### config.mk
export PLATFORM = sky130hd
export DESIGN_NAME = sequence_playback_ctrl_flat
export DESIGN_NICKNAME = d
export VERILOG_FILES = /design/src/rtl/playback_pkg.sv /design/src/rtl/sequence_playback_ctrl_if.sv /design/src/rtl/playback_timer.sv /design/src/rtl/sequence_playback_ctrl.sv /design/src/flat_wrapper.sv
export SDC_FILE = /design/constraint.sdc
export NUM_CORES = 1
export LEC_CHECK = 0
export CORE_UTILIZATION = 35
export CTS_BUF_LIST = sky130_fd_sc_hd__clkbuf_4 sky130_fd_sc_hd__clkbuf_8 sky130_fd_sc_hd__clkbuf_16
export DETAILED_ROUTE_END_ITERATION = 8
export DONT_BUFFER_PORTS = 1
export SLEW_MARGIN = 20
export SYNTH_ARGS = -nofsm -noshare
export SYNTH_HDL_FRONTEND = slang
export SYNTH_SLANG_ARGS = --single-unit
### constraint.sdc
create_clock -name clock -period 6.52 [get_ports clock]
set_input_delay 1.956 -clock clock [delete_from_list [all_inputs] [get_ports clock]]
set_output_delay 1.956 -clock clock [all_outputs]
set_load 0.01 [all_outputs]
### src/rtl/playback_pkg.sv
// rtl/playback_pkg.sv - state encodings, debug codes and default timing for sequence playback
package playback_pkg;

  typedef enum logic [2:0] {
    ST_IDLE = 3'd0,
    ST_LOAD = 3'd1,
    ST_ON   = 3'd2,
    ST_OFF  = 3'd3,
    ST_NEXT = 3'd4,
    ST_DONE = 3'd5
  } state_t;

  localparam logic [3:0] DB_INVALID = 4'd9;

  localparam int DEF_T_ON       = 1000;
  localparam int DEF_T_OFF      = 500;
  localparam int DEF_T_ON_FAST  = 500;
  localparam int DEF_T_OFF_FAST = 250;

  function automatic int max4(input int a, input int b, input int c, input int d);
    int m;
    m = a;
    if (b > m) m = b;
    if (c > m) m = c;
    if (d > m) m = d;
    return m;
  endfunction

  // Debug codes of the legal states are the state encodings widened to 4 bits.
  function automatic logic [3:0] db_code(input state_t s);
    return {1'b0, s};
  endfunction

endpackage

### src/rtl/sequence_playback_ctrl_if.sv
// rtl/sequence_playback_ctrl_if.sv - control handshake and sequence memory port of the playback block
interface sequence_playback_ctrl_if #(
  parameter int ADDR_W = 4,
  parameter int DATA_W = 4
);
  logic              start;
  logic              fast;
  logic [ADDR_W-1:0] limit;
  logic              abort;
  logic              busy;
  logic              done;
  logic [ADDR_W-1:0] mem_addr;
  logic [DATA_W-1:0] mem_data;

  modport master (
    output start, fast, limit, abort, mem_data,
    input  busy, done, mem_addr
  );

  modport slave (
    input  start, fast, limit, abort, mem_data,
    output busy, done, mem_addr
  );
endinterface

### src/rtl/playback_timer.sv
// rtl/playback_timer.sv - up-counter with clear/enable and a terminal-minus-one flag
module playback_timer #(
  parameter int W = 4
) (
  input  logic         clock,
  input  logic         reset,
  input  logic         clear,
  input  logic         enable,
  input  logic [W-1:0] terminal,
  output logic         fim
);
  logic [W-1:0] count;
  logic [W-1:0] last;

  // Modular subtraction lets a terminal of exactly 2^W (stored as 0) still mean 2^W-1.
  assign last = terminal - W'(1);
  assign fim  = (count == last);

  always_ff @(posedge clock or posedge reset) begin
    if (reset)       count <= '0;
    else if (clear)  count <= '0;
    else if (enable) count <= count + W'(1);
  end
endmodule

### src/rtl/sequence_playback_ctrl.sv
// rtl/sequence_playback_ctrl.sv - walks sequence memory 0..limit, showing each entry on the LEDs
module sequence_playback_ctrl
  import playback_pkg::*;
#(
  parameter int ADDR_W     = 4,
  parameter int DATA_W     = 4,
  parameter int T_ON       = DEF_T_ON,
  parameter int T_OFF      = DEF_T_OFF,
  parameter int T_ON_FAST  = DEF_T_ON_FAST,
  parameter int T_OFF_FAST = DEF_T_OFF_FAST
) (
  input  logic                   clock,
  input  logic                   reset,
  sequence_playback_ctrl_if.slave bus,
  output logic [DATA_W-1:0]      leds,
  output logic [3:0]             db_estado
);
  localparam int T_MAX = max4(T_ON, T_OFF, T_ON_FAST, T_OFF_FAST);
  localparam int TW    = ($clog2(T_MAX) < 1) ? 1 : $clog2(T_MAX);

  localparam logic [TW-1:0] ON_N  = TW'(T_ON);
  localparam logic [TW-1:0] OFF_N = TW'(T_OFF);
  localparam logic [TW-1:0] ON_F  = TW'(T_ON_FAST);
  localparam logic [TW-1:0] OFF_F = TW'(T_OFF_FAST);

  state_t            state, state_nx;
  logic [ADDR_W-1:0] addr;
  logic [ADDR_W-1:0] limit_q;
  logic              fast_q;
  logic [DATA_W-1:0] pattern;

  logic              t_clear, t_en, t_fim;
  logic [TW-1:0]     t_term;
  logic              abort_now;

  assign abort_now = bus.abort && (state != ST_IDLE);

  playback_timer #(.W(TW)) u_timer (
    .clock    (clock),
    .reset    (reset),
    .clear    (t_clear),
    .enable   (t_en),
    .terminal (t_term),
    .fim      (t_fim)
  );

  always_ff @(posedge clock or posedge reset) begin
    if (reset) state <= ST_IDLE;
    else       state <= state_nx;
  end

  always_comb begin
    state_nx  = state;
    t_clear   = 1'b0;
    t_en      = 1'b0;
    t_term    = fast_q ? ON_F : ON_N;
    db_estado = db_code(state);
    case (state)
      ST_IDLE: begin
        if (bus.start) begin
          state_nx = ST_LOAD;
          t_clear  = 1'b1;
        end
      end
      ST_LOAD: begin
        state_nx = ST_ON;
        t_clear  = 1'b1;
      end
      ST_ON: begin
        t_en = 1'b1;
        if (t_fim) begin
          state_nx = ST_OFF;
          t_clear  = 1'b1;
        end
      end
      ST_OFF: begin
        t_term = fast_q ? OFF_F : OFF_N;
        t_en   = 1'b1;
        if (t_fim) state_nx = (addr == limit_q) ? ST_DONE : ST_NEXT;
      end
      ST_NEXT: state_nx = ST_LOAD;
      ST_DONE: state_nx = ST_IDLE;
      default: begin
        state_nx  = ST_IDLE;
        db_estado = DB_INVALID;
      end
    endcase
    if (abort_now) begin
      state_nx = ST_IDLE;
      t_clear  = 1'b1;
    end
  end

  always_ff @(posedge clock or posedge reset) begin
    if (reset) begin
      addr    <= '0;
      limit_q <= '0;
      fast_q  <= 1'b0;
      pattern <= '0;
    end else if (abort_now) begin
      addr <= '0;
    end else begin
      case (state)
        ST_IDLE: begin
          if (bus.start) begin
            addr    <= '0;
            limit_q <= bus.limit;
            fast_q  <= bus.fast;
          end
        end
        ST_LOAD: pattern <= bus.mem_data;
        ST_NEXT: addr    <= addr + ADDR_W'(1);
        default: ;
      endcase
    end
  end

  assign bus.mem_addr = addr;
  assign bus.busy     = (state != ST_IDLE);
  // An abort landing on the DONE cycle suppresses the completion pulse.
  assign bus.done     = (state == ST_DONE) && !bus.abort;
  assign leds         = (state == ST_ON) ? pattern : '0;
endmodule
### src/flat_wrapper.sv
// flat-port wrapper written by rule: the top's interface ports become plain ports
module sequence_playback_ctrl_flat import playback_pkg::*;
#(
  parameter int ADDR_W     = 4,
  parameter int DATA_W     = 4,
  parameter int T_ON       = DEF_T_ON,
  parameter int T_OFF      = DEF_T_OFF,
  parameter int T_ON_FAST  = DEF_T_ON_FAST,
  parameter int T_OFF_FAST = DEF_T_OFF_FAST
)
  (clock, reset, leds, db_estado, bus_start, bus_fast, bus_limit, bus_abort, bus_mem_data, bus_busy, bus_done, bus_mem_addr);
  sequence_playback_ctrl_if #(.ADDR_W(ADDR_W), .DATA_W(DATA_W)) bus_i ();
  input  logic clock;
  input  logic reset;
  output logic [DATA_W-1:0] leds;
  output logic [3:0] db_estado;
  input wire logic [$bits(bus_i.start)-1:0] bus_start;
  input wire logic [$bits(bus_i.fast)-1:0] bus_fast;
  input wire logic [$bits(bus_i.limit)-1:0] bus_limit;
  input wire logic [$bits(bus_i.abort)-1:0] bus_abort;
  input wire logic [$bits(bus_i.mem_data)-1:0] bus_mem_data;
  output wire logic [$bits(bus_i.busy)-1:0] bus_busy;
  output wire logic [$bits(bus_i.done)-1:0] bus_done;
  output wire logic [$bits(bus_i.mem_addr)-1:0] bus_mem_addr;
  assign bus_i.start = bus_start;
  assign bus_i.fast = bus_fast;
  assign bus_i.limit = bus_limit;
  assign bus_i.abort = bus_abort;
  assign bus_i.mem_data = bus_mem_data;
  assign bus_busy = bus_i.busy;
  assign bus_done = bus_i.done;
  assign bus_mem_addr = bus_i.mem_addr;
  sequence_playback_ctrl #(.ADDR_W(ADDR_W), .DATA_W(DATA_W), .T_ON(T_ON), .T_OFF(T_OFF), .T_ON_FAST(T_ON_FAST), .T_OFF_FAST(T_OFF_FAST)) u_core (.clock(clock), .reset(reset), .bus(bus_i), .leds(leds), .db_estado(db_estado));
endmodule
==> impl.org <==
** Status
- Run status :: complete, no violations

** Drt
- Violation count after the first detailed-route iteration :: 45
- After detailed routing, the number of vias per cell comes to approximately 5.3.
- Via Count :: approximately 1100
- Total iterations of the first detailed-routing run :: 4
- Wires add up to roughly 2900 um.
- In the routed design, unresolved DRC markers number 0.
- Final routed wire length divided by cell count :: around 14 um
- Remaining number of nets flagged by the antenna check after routing :: 0

** Clock network
- TritonCTS built the clock tree.
- Number of H-tree branching levels :: 1
- No sink is reached through more buffers than the 2 on the longest clock path.
- For this design, the sink count on the clock tree is 26.
- Post_cts resized :: 0
- The tree is rooted in a sky130_fd_sc_hd__clkbuf_8.
- Clock network latency to the later pin of the worst-skew pair :: 280 ps
- CTS Hold Bufs :: 0
- After clock tree synthesis, the clock-pin slew on the worst setup and hold paths is around 90 ps.
- Counting the buffers created by CTS gives 3.
- Post CTS Setup Buffer Count :: 0

** Logic synthesis
- The Yosys step of the flow raised 0 warnings.
- Synthesis inferred 26 register bits.
- Syn avg cell area :: between 9 and 10 um2
- Of all flip-flops after synthesis, the portion carrying an async set or reset was between 90% and 100%.
- The cell count after synthesis came out at between 150 and 200.
- Number of unique standard cell types used by synthesis :: 38
- Of the total synthesized cell area, the portion taken by XOR and XNOR cells is roughly 8.7%.
- After Yosys synthesis, full adders, half adders and majority gates account for 4.13% of the synthesized area.
- After synthesis, the largest family of logic cells by area is simple AND/OR/NAND/NOR gates.
- Mux contribution to synthesized area :: about 8.1%
- Number of nets in the synthesized netlist :: between 150 and 200
- Number of enable flip-flop cells after synthesis :: 0
- Post-synthesis instance area :: about 0.0015 mm2
- Prevailing post-synth register cell :: sky130_fd_sc_hd__dfrtp_1
- Part of the Yosys area used for sequential elements :: a little over two fifths
- Summing the areas of all compound-gate instances in the mapped netlist gives about 7% of the synthesized area.
- Synth Area in Simple Gates :: approximately a quarter

** Cells and area
- Fill cells in the final layout number 439.
- With fillers left out, the area of the finished cells amounts to between 0.0015 and 0.002 mm2.
- Post-route non-filler standard cell count :: slightly above 200
- The library cells used most frequently in the layout, excluding fill and tap cells, are sky130_fd_sc_hd__dfrtp_1, sky130_fd_sc_hd__nor2_1, sky130_fd_sc_hd__nand2_1.
- Post-layout utilization of the core :: 38.9%
- At the end of the flow, the number of nets in the layout was around 170.
- The post-route netlist has between 10% and 20% of its cells at a drive strength greater than 1.
- Leading cell type in the layout, fill and taps excluded :: sky130_fd_sc_hd__dfrtp_1
- N_diodes :: 0
- From synthesis to final layout, the design area changed by 5.12%.

** Floorplanning
- The die covers ~0.0046 mm2.
- From left edge to right edge, the die measures ~68 um.
- Core Box Area :: between 0.004 and 0.005 mm2
- Height of the chip :: 67.8 um
- Starting utilization of the core area :: 37.0%
- Pin placement for this block handled 27 I/O pins.
- Num rows :: 23

** Hold path
- Terminating pin of the worst hold path :: u_core.pattern[3]
- The worst hold path begins at u_core.pattern[3].
- The tightest min-delay check is of the reg2reg type.
- Instance count along the most critical hold path :: 1

** Critical path
- Worst reg2reg setup slack :: 3620 ps
- CP delay by family, top :: simple AND/OR/NAND/NOR gates
- The signal on the critical path passes through nand2b_1 -> nor2b_1.
- Largest driver fanout on the critical path :: 10
- Startpoint type of the worst setup path :: primary input
- In this run the critical register-to-register path is captured at u_core.u_timer.count[3].
- Required time at the endpoint of the critical path :: around 4600 ps
- Together, buffers and inverters on the worst path number 0.
- CP arrival :: 2360 ps
- Library cell contributing the largest single delay on the critical path :: sky130_fd_sc_hd__nor2b_1
- The largest single stage delay on the critical path is around 240 ps.
- The critical path is of the in2out type.
- The worst register-to-register path begins at u_core.state[2].
- Levels on crit path :: 2
- Element type at the critical path end :: output port
- The number of cells on the worst reg-to-reg path is 9.

** GRT
- The number of antenna violations at the first check in global routing was 0.
- First-pass GRT wire length :: ~4900 um
- Across every metal layer, demand over resource in global routing totals between 10% and 20%.
- The number of global-route vias before repair was 1091.
- The total overflow left after global routing is 0.
- Entering global routing, the biggest net connects 27 pins.

** Pwr
- Net switching component of the power :: about 220 uW
- The clock network is responsible for a little under a fifth of the overall power.
- Combinational fraction of design power :: roughly two fifths
- Dividing total power by cell area gives a power density of 356 mW/mm2.
- Worst ir drop on vdd :: a little under 0.2 mV
- Sequential cells account for about 43% of the total power.
- Static leakage :: approximately 0.7 nW
- The completed layout was analyzed and its total power is around 570 uW.
- Net switching is roughly two fifths of the power.
- Cell internal pwr :: between 300 and 400 uW

** Timing
- Min setup slack post-route :: 2200 ps
- Clock skew on the completed layout was measured at about 5.3 ps.
- Shortest period the worst path allows :: roughly 4300 ps
- Highest attainable clock frequency :: about 0.23 GHz
- Slew Limit Headroom :: between 30% and 40%
- Unrepaired setup endpoints after global routing :: no
- The number of pins exceeding their max-slew limit in the final report is 0.
- Final number of setup-violating endpoints :: 0
- Final Hold Violating Endpoints :: 0
- Across all hold checks on the routed design, the worst slack comes to roughly 510 ps.
- Final worst-path cycle share :: 66.2%
- Transition time at the pin with the least slew margin :: approximately 980 ps
- For the final routed database, the setup TNS stands at 0 ps.

** Job
- Max-cap violations :: 0

** Place
- GPL Wtd Cong :: approximately 0.76
- At the placement stage, the worst setup path has a slack of between 2000 and 2500 ps.
- The number of placed instances, taps included, is 200.
- Cell area reported after detailed placement :: roughly 0.0015 mm2
- Placed wire-length estimate after detailed placement :: ~2200 um
- PortBufs :: 0
==> sequential cells by signal (all words and copies together) (netlist names) <==
register	flops
u_core.u_timer.count	10
u_core.bus.mem_addr	4
u_core.fast_q	1
u_core.pattern	4
u_core.state	3
u_core.limit_q	4
==> worst max-delay path by stage <==
stage,from,to,slack (ps)
after CTS,bus_abort,bus_done,2210
after floorplan,bus_abort,bus_done,2080
after global placement,bus_abort,bus_done,2210
after detailed placement,bus_abort,bus_done,2210
after global routing,bus_abort,bus_done,2170
final,bus_abort,bus_done,2200
==> routing by layer <==
layer / track usage (%) / share of wire [%] / vias to the layer above / wire length [um]
met5: 0 / 0 / - / 0
met4: 6.77 / 1.7 / 0 / 51
met3: 4.22 / 5.2 / 5 / 153
met2: 22.0 / 47 / 27 / 1360
met1: 19.3 / 46 / 526 / 1360
li1: - / - / 524 / -
==> final cells by class <==
| cell class | instances | area (um2) | area share, % |
|---|---|---|---|
| Sequential cell | 26 | 651 | 40.9 |
| Tap cell | 50 | 62.6 | 3.93 |
| Multi-Input combinational cell | 118 | 801 | 50.3 |
| Clock buffer | 4 | 55.1 | 3.46 |
| Inverter | 6 | 22.5 | 1.42 |
==> cells in the mapped netlist, types with 4 or more instances <==
library cell	instances	area share, %
sky130_fd_sc_hd__nor3_1	4	1.3
sky130_fd_sc_hd__o21ai_0	5	1.7
sky130_fd_sc_hd__nand3_1	7	2.3
sky130_fd_sc_hd__nand2_1	14	3.5
sky130_fd_sc_hd__inv_1	6	1.5
sky130_fd_sc_hd__a21oi_1	5	1.7
sky130_fd_sc_hd__xnor2_1	7	4.0
sky130_fd_sc_hd__mux2_2	10	7.4
sky130_fd_sc_hd__nor2_1	16	4.0
sky130_fd_sc_hd__nand4_1	4	1.7
sky130_fd_sc_hd__ha_1	5	4.1
sky130_fd_sc_hd__xor2_1	8	4.6
sky130_fd_sc_hd__and3_1	8	3.3
sky130_fd_sc_hd__dfrtp_1	26	43
==> kinds of logic after synthesis <==
family | after synthesis
fa+ha+maj | 5
simple gates | 70
flops | 26
buf+inv | 13
xor+xnor | 15
mux | 11
compound gates | 17
==> power by group through the flow <==
stage                     Clock, mW  Combinational [mW]  Sequential, mW
after floorplan                   0               0.208           0.225
after global placement            0               0.216           0.243
after detailed placement          0               0.222           0.244
after CTS                     0.109               0.223           0.241
after global routing          0.114               0.250           0.248
final                         0.105               0.219           0.241
Note: power is estimated with default switching activity, not from simulation.
